[src/rtl/branch_resolve_unit_if.sv]
// Branch resolve bus: EX-stage branch inputs plus redirect, flush and CCR control outputs.
interface branch_resolve_unit_if #(
  parameter int unsigned ADDR_W = 32
);
  logic              br_valid;
  logic [2:0]        br_type;
  logic [ADDR_W-1:0] br_target;
  logic [3:0]        current_flags;
  logic              stall_in;
  logic              int_req;
  logic              pc_redirect;
  logic [ADDR_W-1:0] redirect_addr;
  logic              flush_if_id;
  logic              flush_id_ex;
  logic              clr_flags_en;
  logic [3:0]        clr_flags_mask;
  logic              restore_flags_en;
  logic [3:0]        restore_flags;
  logic [3:0]        saved_flags;
  logic              busy;

  modport master (
    output br_valid, br_type, br_target, current_flags, stall_in, int_req,
    input  pc_redirect, redirect_addr, flush_if_id, flush_id_ex, clr_flags_en,
           clr_flags_mask, restore_flags_en, restore_flags, saved_flags, busy
  );

  modport slave (
    input  br_valid, br_type, br_target, current_flags, stall_in, int_req,
    output pc_redirect, redirect_addr, flush_if_id, flush_id_ex, clr_flags_en,
           clr_flags_mask, restore_flags_en, restore_flags, saved_flags, busy
  );
endinterface

[src/rtl/branch_resolve_unit.sv]
// Resolves EX-stage branches against forwarded flags, redirects fetch, sequences the
// front-end flush and manages single-level flag save/restore for INT/RTI.
module branch_resolve_unit #(
  parameter int unsigned ADDR_W       = 32,
  parameter int unsigned FLUSH_CYCLES = 2
) (
  input logic                  clk,
  input logic                  rst,
  branch_resolve_unit_if.slave bus
);
  localparam int unsigned CNT_W = 3;

  localparam logic [0:0] IDLE  = 1'b0;
  localparam logic [0:0] FLUSH = 1'b1;

  localparam logic [2:0] BR_JZ  = 3'b000;
  localparam logic [2:0] BR_JN  = 3'b001;
  localparam logic [2:0] BR_JC  = 3'b010;
  localparam logic [2:0] BR_JMP = 3'b011;
  localparam logic [2:0] BR_CAL = 3'b100;
  localparam logic [2:0] BR_RET = 3'b101;
  localparam logic [2:0] BR_RTI = 3'b110;

  logic [0:0]        state_q, state_d;
  logic [CNT_W-1:0]  cnt_q, cnt_d;
  logic              redirect_q, redirect_d;
  logic [ADDR_W-1:0] addr_q, addr_d;
  logic              clr_en_q, clr_en_d;
  logic [3:0]        clr_mask_q, clr_mask_d;
  logic              restore_en_q, restore_en_d;
  logic [3:0]        restore_q, restore_d;
  logic [3:0]        saved_q, saved_d;
  logic              saved_valid_q, saved_valid_d;
  logic              taken_c;
  logic [3:0]        cond_mask_c;

  // Next-state and next-output logic
  always_comb begin
    state_d       = state_q;
    cnt_d         = cnt_q;
    redirect_d    = 1'b0;
    addr_d        = addr_q;
    clr_en_d      = 1'b0;
    clr_mask_d    = 4'b0000;
    restore_en_d  = 1'b0;
    restore_d     = restore_q;
    saved_d       = saved_q;
    saved_valid_d = saved_valid_q;
    taken_c       = 1'b0;
    cond_mask_c   = 4'b0000;

    case (bus.br_type)
      BR_JZ:  begin taken_c = bus.current_flags[0]; cond_mask_c = 4'b0001; end
      BR_JN:  begin taken_c = bus.current_flags[1]; cond_mask_c = 4'b0010; end
      BR_JC:  begin taken_c = bus.current_flags[2]; cond_mask_c = 4'b0100; end
      BR_JMP, BR_CAL, BR_RET, BR_RTI: taken_c = 1'b1;
      default: taken_c = 1'b0;
    endcase

    case (state_q)
      IDLE: begin
        if (bus.br_valid && !bus.stall_in && taken_c) begin
          state_d    = FLUSH;
          cnt_d      = CNT_W'(FLUSH_CYCLES - 1);
          redirect_d = 1'b1;
          addr_d     = bus.br_target;
          clr_en_d   = |cond_mask_c;
          clr_mask_d = cond_mask_c;
          if (bus.br_type == BR_RTI) begin
            restore_en_d  = 1'b1;
            restore_d     = saved_q;
            saved_valid_d = 1'b0;
          end
        end
      end
      default: begin
        // Shadow branches are ignored; stall does not freeze the countdown
        if (cnt_q == '0) begin
          state_d = IDLE;
        end else begin
          cnt_d = cnt_q - CNT_W'(1);
        end
      end
    endcase

    // Interrupt save wins over an RTI clearing saved_valid on the same edge
    if (bus.int_req) begin
      saved_d       = bus.current_flags & ~clr_mask_d;
      saved_valid_d = 1'b1;
    end
  end

  // State and output registers
  always_ff @(posedge clk) begin
    if (!rst) begin
      state_q       <= IDLE;
      cnt_q         <= '0;
      redirect_q    <= 1'b0;
      addr_q        <= '0;
      clr_en_q      <= 1'b0;
      clr_mask_q    <= 4'b0000;
      restore_en_q  <= 1'b0;
      restore_q     <= 4'b0000;
      saved_q       <= 4'b0000;
      saved_valid_q <= 1'b0;
    end else begin
      state_q       <= state_d;
      cnt_q         <= cnt_d;
      redirect_q    <= redirect_d;
      addr_q        <= addr_d;
      clr_en_q      <= clr_en_d;
      clr_mask_q    <= clr_mask_d;
      restore_en_q  <= restore_en_d;
      restore_q     <= restore_d;
      saved_q       <= saved_d;
      saved_valid_q <= saved_valid_d;
    end
  end

  assign bus.pc_redirect      = redirect_q;
  assign bus.redirect_addr    = addr_q;
  assign bus.flush_if_id      = (state_q == FLUSH);
  assign bus.flush_id_ex      = (state_q == FLUSH);
  assign bus.busy             = (state_q == FLUSH);
  assign bus.clr_flags_en     = clr_en_q;
  assign bus.clr_flags_mask   = clr_mask_q;
  assign bus.restore_flags_en = restore_en_q;
  assign bus.restore_flags    = restore_q;
  assign bus.saved_flags      = saved_q;
endmodule
[src/flat_wrapper.sv]
// flat-port wrapper written by rule: the top's interface ports become plain ports
module branch_resolve_unit_flat 
#(
  parameter int unsigned ADDR_W       = 32,
  parameter int unsigned FLUSH_CYCLES = 2
)
  (clk, rst, bus_br_valid, bus_br_type, bus_br_target, bus_current_flags, bus_stall_in, bus_int_req, bus_pc_redirect, bus_redirect_addr, bus_flush_if_id, bus_flush_id_ex, bus_clr_flags_en, bus_clr_flags_mask, bus_restore_flags_en, bus_restore_flags, bus_saved_flags, bus_busy);
  branch_resolve_unit_if #(.ADDR_W(ADDR_W)) bus_i ();
  input logic clk;
  input logic rst;
  input wire logic [$bits(bus_i.br_valid)-1:0] bus_br_valid;
  input wire logic [$bits(bus_i.br_type)-1:0] bus_br_type;
  input wire logic [$bits(bus_i.br_target)-1:0] bus_br_target;
  input wire logic [$bits(bus_i.current_flags)-1:0] bus_current_flags;
  input wire logic [$bits(bus_i.stall_in)-1:0] bus_stall_in;
  input wire logic [$bits(bus_i.int_req)-1:0] bus_int_req;
  output wire logic [$bits(bus_i.pc_redirect)-1:0] bus_pc_redirect;
  output wire logic [$bits(bus_i.redirect_addr)-1:0] bus_redirect_addr;
  output wire logic [$bits(bus_i.flush_if_id)-1:0] bus_flush_if_id;
  output wire logic [$bits(bus_i.flush_id_ex)-1:0] bus_flush_id_ex;
  output wire logic [$bits(bus_i.clr_flags_en)-1:0] bus_clr_flags_en;
  output wire logic [$bits(bus_i.clr_flags_mask)-1:0] bus_clr_flags_mask;
  output wire logic [$bits(bus_i.restore_flags_en)-1:0] bus_restore_flags_en;
  output wire logic [$bits(bus_i.restore_flags)-1:0] bus_restore_flags;
  output wire logic [$bits(bus_i.saved_flags)-1:0] bus_saved_flags;
  output wire logic [$bits(bus_i.busy)-1:0] bus_busy;
  assign bus_i.br_valid = bus_br_valid;
  assign bus_i.br_type = bus_br_type;
  assign bus_i.br_target = bus_br_target;
  assign bus_i.current_flags = bus_current_flags;
  assign bus_i.stall_in = bus_stall_in;
  assign bus_i.int_req = bus_int_req;
  assign bus_pc_redirect = bus_i.pc_redirect;
  assign bus_redirect_addr = bus_i.redirect_addr;
  assign bus_flush_if_id = bus_i.flush_if_id;
  assign bus_flush_id_ex = bus_i.flush_id_ex;
  assign bus_clr_flags_en = bus_i.clr_flags_en;
  assign bus_clr_flags_mask = bus_i.clr_flags_mask;
  assign bus_restore_flags_en = bus_i.restore_flags_en;
  assign bus_restore_flags = bus_i.restore_flags;
  assign bus_saved_flags = bus_i.saved_flags;
  assign bus_busy = bus_i.busy;
  branch_resolve_unit #(.ADDR_W(ADDR_W), .FLUSH_CYCLES(FLUSH_CYCLES)) u_core (.clk(clk), .rst(rst), .bus(bus_i));
endmodule
[config.mk]
export PLATFORM = sky130hd
export DESIGN_NAME = branch_resolve_unit_flat
export DESIGN_NICKNAME = d
export VERILOG_FILES = /design/src/rtl/branch_resolve_unit_if.sv /design/src/rtl/branch_resolve_unit.sv /design/src/flat_wrapper.sv
export SDC_FILE = /design/constraint.sdc
export NUM_CORES = 1
export LEC_CHECK = 0
export ABC_AREA = 0
export ABC_CLOCK_PERIOD_IN_PS = 2750
export CAP_MARGIN = 40
export CORE_ASPECT_RATIO = 1.1
export CORE_MARGIN = 2
export CORE_UTILIZATION = 46
export CTS_BUF_LIST = sky130_fd_sc_hd__clkbuf_4 sky130_fd_sc_hd__clkbuf_8
export CTS_CLUSTER_DIAMETER = 200
export DETAILED_ROUTE_END_ITERATION = 10
export PLACE_DENSITY_LB_ADDON = 0.05
export SLEW_MARGIN = 10
export SYNTH_ARGS = -nofsm -noshare
export SYNTH_HDL_FRONTEND = slang
export SYNTH_SLANG_ARGS = --single-unit
[constraint.sdc]
create_clock -name clk -period 2.75 [get_ports clk]
set_input_delay 0.55 -clock clk [delete_from_list [all_inputs] [get_ports clk]]
set_output_delay 0.55 -clock clk [all_outputs]
set_load 0.05 [all_outputs]
==> metrics.log, run 1 <==
INFO  metric status = finished clean
INFO  metric core_region_area = 4348 µm²
INFO  metric worstPathMaxFanout = 6
INFO  metric worst-path-stages = 1
INFO  metric timing.hold.worst.start = u_core.bus.redirect_addr[3]
INFO  metric insertion_delay = 0.30 ns
INFO  metric power_switching_share = 27.16%
INFO  metric number_of_flops_mapped_to_enable_cells_by_yosys = 0
INFO  metric detail_route.wl_per_cell = 11.51 µm
INFO  metric cts_inserted_buffers = 5
INFO  metric maximum_root_to_sink_buffer_count = 2
INFO  metric post_synthesis_share_of_cell_area_spent_on_xor_and_xnor_gates = 0%
INFO  metric grt.busiest_layer = met2
INFO  metric fmax = 473.9 MHz
INFO  metric layout.nets = 353
INFO  metric worst-endpoint-arrival = 1.56 ns
INFO  metric cts_hold_buffers = 0
INFO  metric num_vias = 1717
INFO  metric critical-path-max-stage-delay = 0.84 ns
INFO  metric power_share_of_the_combinational_group = 21.1%
INFO  metric clk_transition_reported_paths = 0.09 ns
INFO  metric antenna_left = 0
INFO  metric timing.setup.critical_path_class = reg -> out
INFO  metric post_synth_and_or_nand_nor_area_fraction = 20.51%
INFO  metric r2r_setup_slack = 0.99 ns
INFO  metric synthesis.area_per_instance = 9.466 µm²
INFO  metric vias_per_cell = 4.743
INFO  metric rows = 25
INFO  metric critPathCapture = bus_flush_id_ex
INFO  metric async_flop_share = 0%
INFO  metric setup_viol = 0
INFO  metric synth_compound_gate_area_share = 4.725%
INFO  metric first_global_vias = 1532
INFO  metric post-synth-top-area-fraction = 47.85%
INFO  metric synth_seq_cells = 50
INFO  metric yosys_warnings = 0
INFO  metric setup_buffers_after_cts = 0
INFO  metric synth_flop_cell = dfxtp_1
INFO  metric final_period_util = 76.73%
INFO  metric skew = 0.005825 ns
INFO  metric timing.hold.worst.class = reg -> reg
INFO  metric mappedNetlistArea = 2092 µm²
INFO  metric finalInstanceArea = 3113 µm²
INFO  metric drt-pass1-iter-count = 5
INFO  metric die-width = 68.30 µm
INFO  metric post_route_cells_drive_above_1_share = 6.818%
INFO  metric synth_seq_area_share = 47.85%
INFO  metric timing.rr.end = u_core.bus.redirect_addr[20]
INFO  metric postCtsResizedCells = 0
INFO  metric drt_first_iter_violations = 50
INFO  metric synth_cell_type_count = 34
INFO  metric grt.met3_usage = 4.036%
INFO  metric share_seq_of_total_power = 47.9%
INFO  metric antenna_violations_before_repair = 0
INFO  metric max_cap_violations = 0
INFO  metric portBuffers = 92
INFO  metric filler_cell_count = 342
INFO  metric tritoncts = done
INFO  metric grt_overflow = 0
INFO  metric drc = 0
INFO  metric adder_and_majority_gate_portion_of_the_synthesized_area = 1.196%
INFO  metric antenna-diode-count = 0
INFO  metric drt-total-wl = 4166 µm
INFO  metric netlist.top_cell.by_area = dfxtp_1
INFO  metric grt_max_degree = 36
INFO  metric layout.cells.most_common_list = 91 x clkdlybuf4s50_1, 68 x nand2_1, 50 x dfxtp_1
INFO  metric ys_top_cells_by_area = dfxtp_1 48%, mux2i_1 18%, nand2_1 12%, buf_12 1.9%, nor2b_1 1.8%
INFO  metric worst-slew-pin-transition = 0.5912 ns
INFO  metric place.detailed.hpwl = 3011 µm
INFO  metric synth.net_count = 267
INFO  metric cts_num_sinks = 50
INFO  metric launch_point_of_the_worst_path = u_core.bus.busy
INFO  metric area_growth = 48.80%
INFO  metric worst_r2r_path_depth = 5
INFO  metric hold_viol_final = 0
INFO  metric finalWorstPathRequiredPeriod = 2.110 ns
INFO  metric crit-reg2reg-launch = u_core.bus.busy
INFO  metric crit_path_cell_trace = clkdlybuf4s50_1
INFO  metric worst_ir_drop_vdd = 0.0003140 V
INFO  metric p_leak = 1.154 nW
INFO  metric cp_slowest_cell = clkdlybuf4s50_1
INFO  metric fin_tns_setup = 0 ns
INFO  metric worst_setup_path_end_kind = output port
INFO  metric synth_top_family_by_area = simple AND/OR/NAND/NOR gates
INFO  metric pwr-share-clk = 31.0%
INFO  metric multiplexer_share_of_the_synthesized_area = 18.18%
INFO  metric power_report.internal_total = 0.001172 W
INFO  metric dieHeight = 74.73 µm
INFO  metric critPathRequiredTime = 2.20 ns
INFO  metric gp_routability_congestion = 0.7217
INFO  metric critical-path-top-delay-family = buffers and inverters
INFO  metric grt_first_pass_wirelength = 6596 µm
INFO  metric switching_power_of_the_nets = 0.0004369 W
INFO  metric critPathLaunchType = flip-flop
INFO  metric rsz0062_at_grt = no
INFO  metric floorplan.initialDensity = 48.12%
INFO  metric die-area = 5104 µm²
INFO  metric clock-root-buffer = clkbuf_8
INFO  metric total_routing_resource_utilization_after_global_routing = 16.66%
INFO  metric postSynthCellCount = 221
INFO  metric placed_area = 3004 µm²
INFO  metric worstPathBufferInverterCount = 1
INFO  metric num_io_pins = 94
INFO  metric grt_met2_usage = 27.72%
INFO  metric grt_use_met1 = 20.96%
INFO  metric p_per_cell_area = 516.8 nW/µm²
INFO  metric commonest_non_fill_non_tap_cell_in_the_layout = clkdlybuf4s50_1
INFO  metric h-tree-depth = 2
INFO  metric slew_headroom = 60.59%
INFO  metric slew_viol_final = 0
## metrics by stage
step | util, % | std cells | hold slack [ns] | total power (W) | setup slack [ns]
global route | 71.60 | 362 | 0.4757 | 0.001672 | 0.5156
global placement | 69.09 | 354 | 0.4418 | 0.001127 | 0.3955
floorplan | - | 221 | 0.4401 | 0.0009990 | 0.9635
CTS | 71.60 | 362 | 0.4614 | 0.001625 | 0.6198
detailed placement | 69.09 | 354 | 0.4473 | 0.001128 | 0.3482
finish | 71.60 | 362 | 0.4591 | 0.001609 | 0.6398
## cell type report
class | count | area [µm²] | area share, %
inverters | 4 | 15.01 | 0.4823
flip-flops and latches | 50 | 1001 | 32.15
repair buffers | 97 | 978.4 | 31.43
clock inverters | 3 | 40.04 | 1.286
multi-input cells | 149 | 942.2 | 30.27
clock buffers | 5 | 68.82 | 2.211
well taps | 54 | 67.56 | 2.170
## how the worst min path moves through the flow
stage | endpoint | slack [ns] | depth (start not counted)
6_report | u_core.bus.redirect_addr[3] | 0.46 | 2
3_3_place_gp | u_core.bus.redirect_addr[14] | 0.44 | 2
4_1_cts | u_core.bus.redirect_addr[3] | 0.46 | 2
2_1_floorplan | u_core.cnt_q[1] | 0.44 | 2
3_5_place_dp | u_core.bus.redirect_addr[3] | 0.45 | 2
5_1_grt | u_core.bus.redirect_addr[15] | 0.48 | 2
## tightest hold or removal path, stage by stage (launching register included)
cell and delay (ns):
dfxtp_1 0.32, nand2_1 0.05, mux2i_1 0.05
## logic make-up after synthesis
group           Yosys count
simple gates             95
flops                    50
mux                      38
buf+inv                  22
compound gates           13
fa+ha+maj                 2
other cells               1
## power by group through the flow
stage,clock network (W),logic [W],registers (W)
after floorplan,0,0.000113,0.000887
after global placement,0,0.000339,0.000788
after detailed placement,0,0.000341,0.000788
after CTS,0.000512,0.000342,0.000772
after global routing,0.000535,0.000362,0.000775
final,0.000499,0.000339,0.000771
## metal layers
layer  share of wire (%)  vias to the layer above
met2                  48                       57
met4                 1.0                        0
met5                   0                        -
met3                 7.5                        5
met1                  43                      767
li1                    -                      888
## cell usage after synthesis, types with 2 or more instances
library cell	n
buf_12	2
nand2_1	68
o21ai_1	2
ha_1	2
nor2_1	3
nor2b_1	6
nand2b_1	4
inv_1	4
nand3_1	3
mux2i_1	38
buf_6	2
o211ai_1	2
buf_4	3
clkbuf_1	9
dfxtp_1	50
or2_2	2
a21boi_0	4
## flip-flops by register name, indices dropped and copies added, names as in the netlist
signal                       count
u_core.bus.saved_flags           4
u_core.cnt_q                     3
u_core.bus.clr_flags_mask        3
u_core.bus.restore_flags_en      1
u_core.bus.busy                  1
u_core.bus.pc_redirect           1
u_core.bus.redirect_addr        32
u_core.bus.clr_flags_en          1
u_core.bus.restore_flags         4
(Power assumes the default switching activity.)
==> inputs of run 2 (changes only) <==
--- a/config.mk
+++ b/config.mk
@@ -6,11 +6,11 @@
 export NUM_CORES = 1
 export LEC_CHECK = 0
 export ABC_AREA = 0
-export ABC_CLOCK_PERIOD_IN_PS = 2750
+export ABC_CLOCK_PERIOD_IN_PS = 2100
 export CAP_MARGIN = 40
 export CORE_ASPECT_RATIO = 1.1
 export CORE_MARGIN = 2
-export CORE_UTILIZATION = 46
+export CORE_UTILIZATION = 43
 export CTS_BUF_LIST = sky130_fd_sc_hd__clkbuf_4 sky130_fd_sc_hd__clkbuf_8
 export CTS_CLUSTER_DIAMETER = 200
 export DETAILED_ROUTE_END_ITERATION = 10
==> constraint.sdc (replaced) <==
create_clock -name clk -period 2.1 [get_ports clk]
set_input_delay 0.42 -clock clk [delete_from_list [all_inputs] [get_ports clk]]
set_output_delay 0.42 -clock clk [all_outputs]
set_load 0.05 [all_outputs]
==> run 2 against run 1 <==
Via count grew 1.2%; global-route usage grew 0.15 points; highest routed layer unchanged; sequential cell count is the same; sequential share of layout area shrank 0.56 points; die area grew 6.6%.
==> metrics.log, run 2 (same netlist as run 1, synthesis figures left out) <==
INFO  metric layout.cells.most_common_list = 91 x clkdlybuf4s50_1, 68 x nand2_1, 50 x dfxtp_1
INFO  metric critPathLaunchType = flip-flop
INFO  metric area_growth = 51.44%
INFO  metric hold_viol_final = 0
INFO  metric postCtsResizedCells = 0
INFO  metric finalWorstPathRequiredPeriod = 1.993 ns
INFO  metric cts_hold_buffers = 0
INFO  metric critical-path-top-delay-family = buffers and inverters
INFO  metric clk_transition_reported_paths = 0.09 ns
INFO  metric drc = 0
INFO  metric dieHeight = 77.16 µm
INFO  metric vias_per_cell = 4.682
INFO  metric slew_headroom = 60.25%
INFO  metric core_region_area = 4652 µm²
INFO  metric tritoncts = done
INFO  metric slew_viol_final = 0
INFO  metric grt_max_degree = 35
INFO  metric worstPathBufferInverterCount = 1
INFO  metric grt_overflow = 0
INFO  metric post_route_cells_drive_above_1_share = 8.889%
INFO  metric min_delay_worst_endpoint = u_core.bus.redirect_addr[16]
INFO  metric drt-total-wl = 4434 µm
INFO  metric final_period_util = 94.91%
INFO  metric place.detailed.hpwl = 3249 µm
INFO  metric detail_route.wl_per_cell = 11.95 µm
INFO  metric crit_path_cell_trace = clkdlybuf4s50_1
INFO  metric multi_input_comb_area = 942.2 µm²
INFO  metric status = finished clean
INFO  metric insertion_delay = 0.30 ns
INFO  metric skew = 0.004497 ns
INFO  metric finalHoldWorstSlack = 0.4602 ns
INFO  metric layout.nets = 360
INFO  metric setup_viol = 0
INFO  metric filler_cell_count = 398
INFO  metric die-area = 5440 µm²
INFO  metric cts_inserted_buffers = 5
INFO  metric cts_num_sinks = 50
INFO  metric maximum_root_to_sink_buffer_count = 2
INFO  metric first_global_vias = 1597
INFO  metric rsz0062_at_grt = no
INFO  metric placed_area = 3059 µm²
INFO  metric antenna_left = 0
INFO  metric crit-reg2reg-launch = u_core.bus.busy
INFO  metric drt_first_iter_violations = 64
INFO  metric setup_buffers_after_cts = 0
INFO  metric fmax = 501.7 MHz
INFO  metric floorplan.initialDensity = 44.97%
INFO  metric commonest_non_fill_non_tap_cell_in_the_layout = clkdlybuf4s50_1
INFO  metric h-tree-depth = 2
INFO  metric p_leak = 1.189 nW
INFO  metric max_cap_violations = 0
INFO  metric gp_routability_congestion = 0.7315
INFO  metric num_vias = 1737
INFO  metric worstPathMaxFanout = 6
INFO  metric timing.hold.worst.class = reg -> reg
INFO  metric num_io_pins = 94
INFO  metric r2r_setup_slack = 0.46 ns
INFO  metric antenna-diode-count = 0
INFO  metric timing.hold.worst.start = u_core.bus.redirect_addr[16]
INFO  metric worst_setup_path_end_kind = output port
INFO  metric worst_ir_drop_vdd = 0.0004313 V
INFO  metric cp_slowest_cell = clkdlybuf4s50_1
INFO  metric area.sequential = 1001 µm²
INFO  metric rows = 26
INFO  metric die-width = 70.51 µm
INFO  metric min_path_cells = 2
INFO  metric critical-path-max-stage-delay = 0.84 ns
INFO  metric critPathRequiredTime = 1.68 ns
INFO  metric worst-slew-pin-transition = 0.5963 ns
INFO  metric finalInstanceArea = 3168 µm²
INFO  metric grt_first_pass_wirelength = 7369 µm
INFO  metric antenna_violations_before_repair = 0
INFO  metric p_per_cell_area = 674.4 nW/µm²
INFO  metric timing.setup.critical_path_class = reg -> out
INFO  metric largest_register_ffs = 32
INFO  metric worst_r2r_path_depth = 5
INFO  metric drt-pass1-iter-count = 4
INFO  metric clock-root-buffer = clkbuf_8
INFO  metric timing.rr.end = u_core.bus.restore_flags[2]
INFO  metric worst-endpoint-arrival = 1.57 ns
INFO  metric total_routing_resource_utilization_after_global_routing = 16.81%
INFO  metric portBuffers = 92
## run 2: changes by cell type in the layout (fill, tap and decap cells not counted)
cell,delta
buf_4,+7
## run 2: worst max path at each step
| stage | cells after the start | endpoint | slack [ns] | from |
|---|---|---|---|---|
| floorplan | 6 | u_core.bus.redirect_addr[22] | 0.31 | u_core.bus.busy |
| global placement | 7 | u_core.cnt_q[0] | 0.006 | bus_br_type[0] |
| detailed placement | 6 | u_core.bus.restore_flags[0] | -0.05 | bus_br_valid |
| CTS | 1 | bus_flush_if_id | 0.09 | u_core.bus.busy |
| global route | 1 | bus_flush_id_ex | 0.02 | u_core.bus.busy |
| finish | 1 | bus_flush_if_id | 0.11 | u_core.bus.busy |
## run 2: worst register-to-register path: stages, from the launching register on
cell and delay (ns):
dfxtp_1 0.37, or3b_4 0.41, nor4bb_1 0.32, buf_4 0.21, mux2i_1 0.18, nor2b_1 0.06
## run 2: final cells by class
class / instances / share of cell area [%]
inverters: 4 / 0.4739
well taps: 56 / 2.212
multi-input cells: 149 / 29.74
flip-flops and latches: 50 / 31.60
repair buffers: 104 / 32.54
clock buffers: 5 / 2.172
clock inverters: 3 / 1.264
## run 2: routing by layer
layer	routed length, µm	global-route usage, %	up-vias	share of wire, %
met5	0	0	-	0
met4	57	5.192	0	1.3
met3	401	6.307	5	9.0
met2	2047	28.21	59	46
met1	1927	19.76	773	43
li1	-	-	900	-
## run 2: through the flow
step / setup WS (ns) / TNS, ns / total power, W / std cells / utilization (%)
final: 0.1070 / 0 / 0.002137 / 371 / 68.10
after detailed placement: -0.05326 / -0.2020 / 0.001491 / 363 / 65.76
after global placement: 0.005731 / 0 / 0.001487 / 363 / 65.76
after CTS: 0.09094 / 0 / 0.002155 / 371 / 68.10
after global routing: 0.02475 / 0 / 0.002229 / 371 / 68.10
after floorplan: 0.3135 / 0 / 0.001308 / 221 / -
## run 2: where the power goes
group	internal (W)	leakage [nW]	switching, W
sequential	0.000988	0.407	0.0000220
combinational	0.000206	0.724	0.000252
clock	0.000351	0.0579	0.000319
total	0.00154	1.19	0.000592
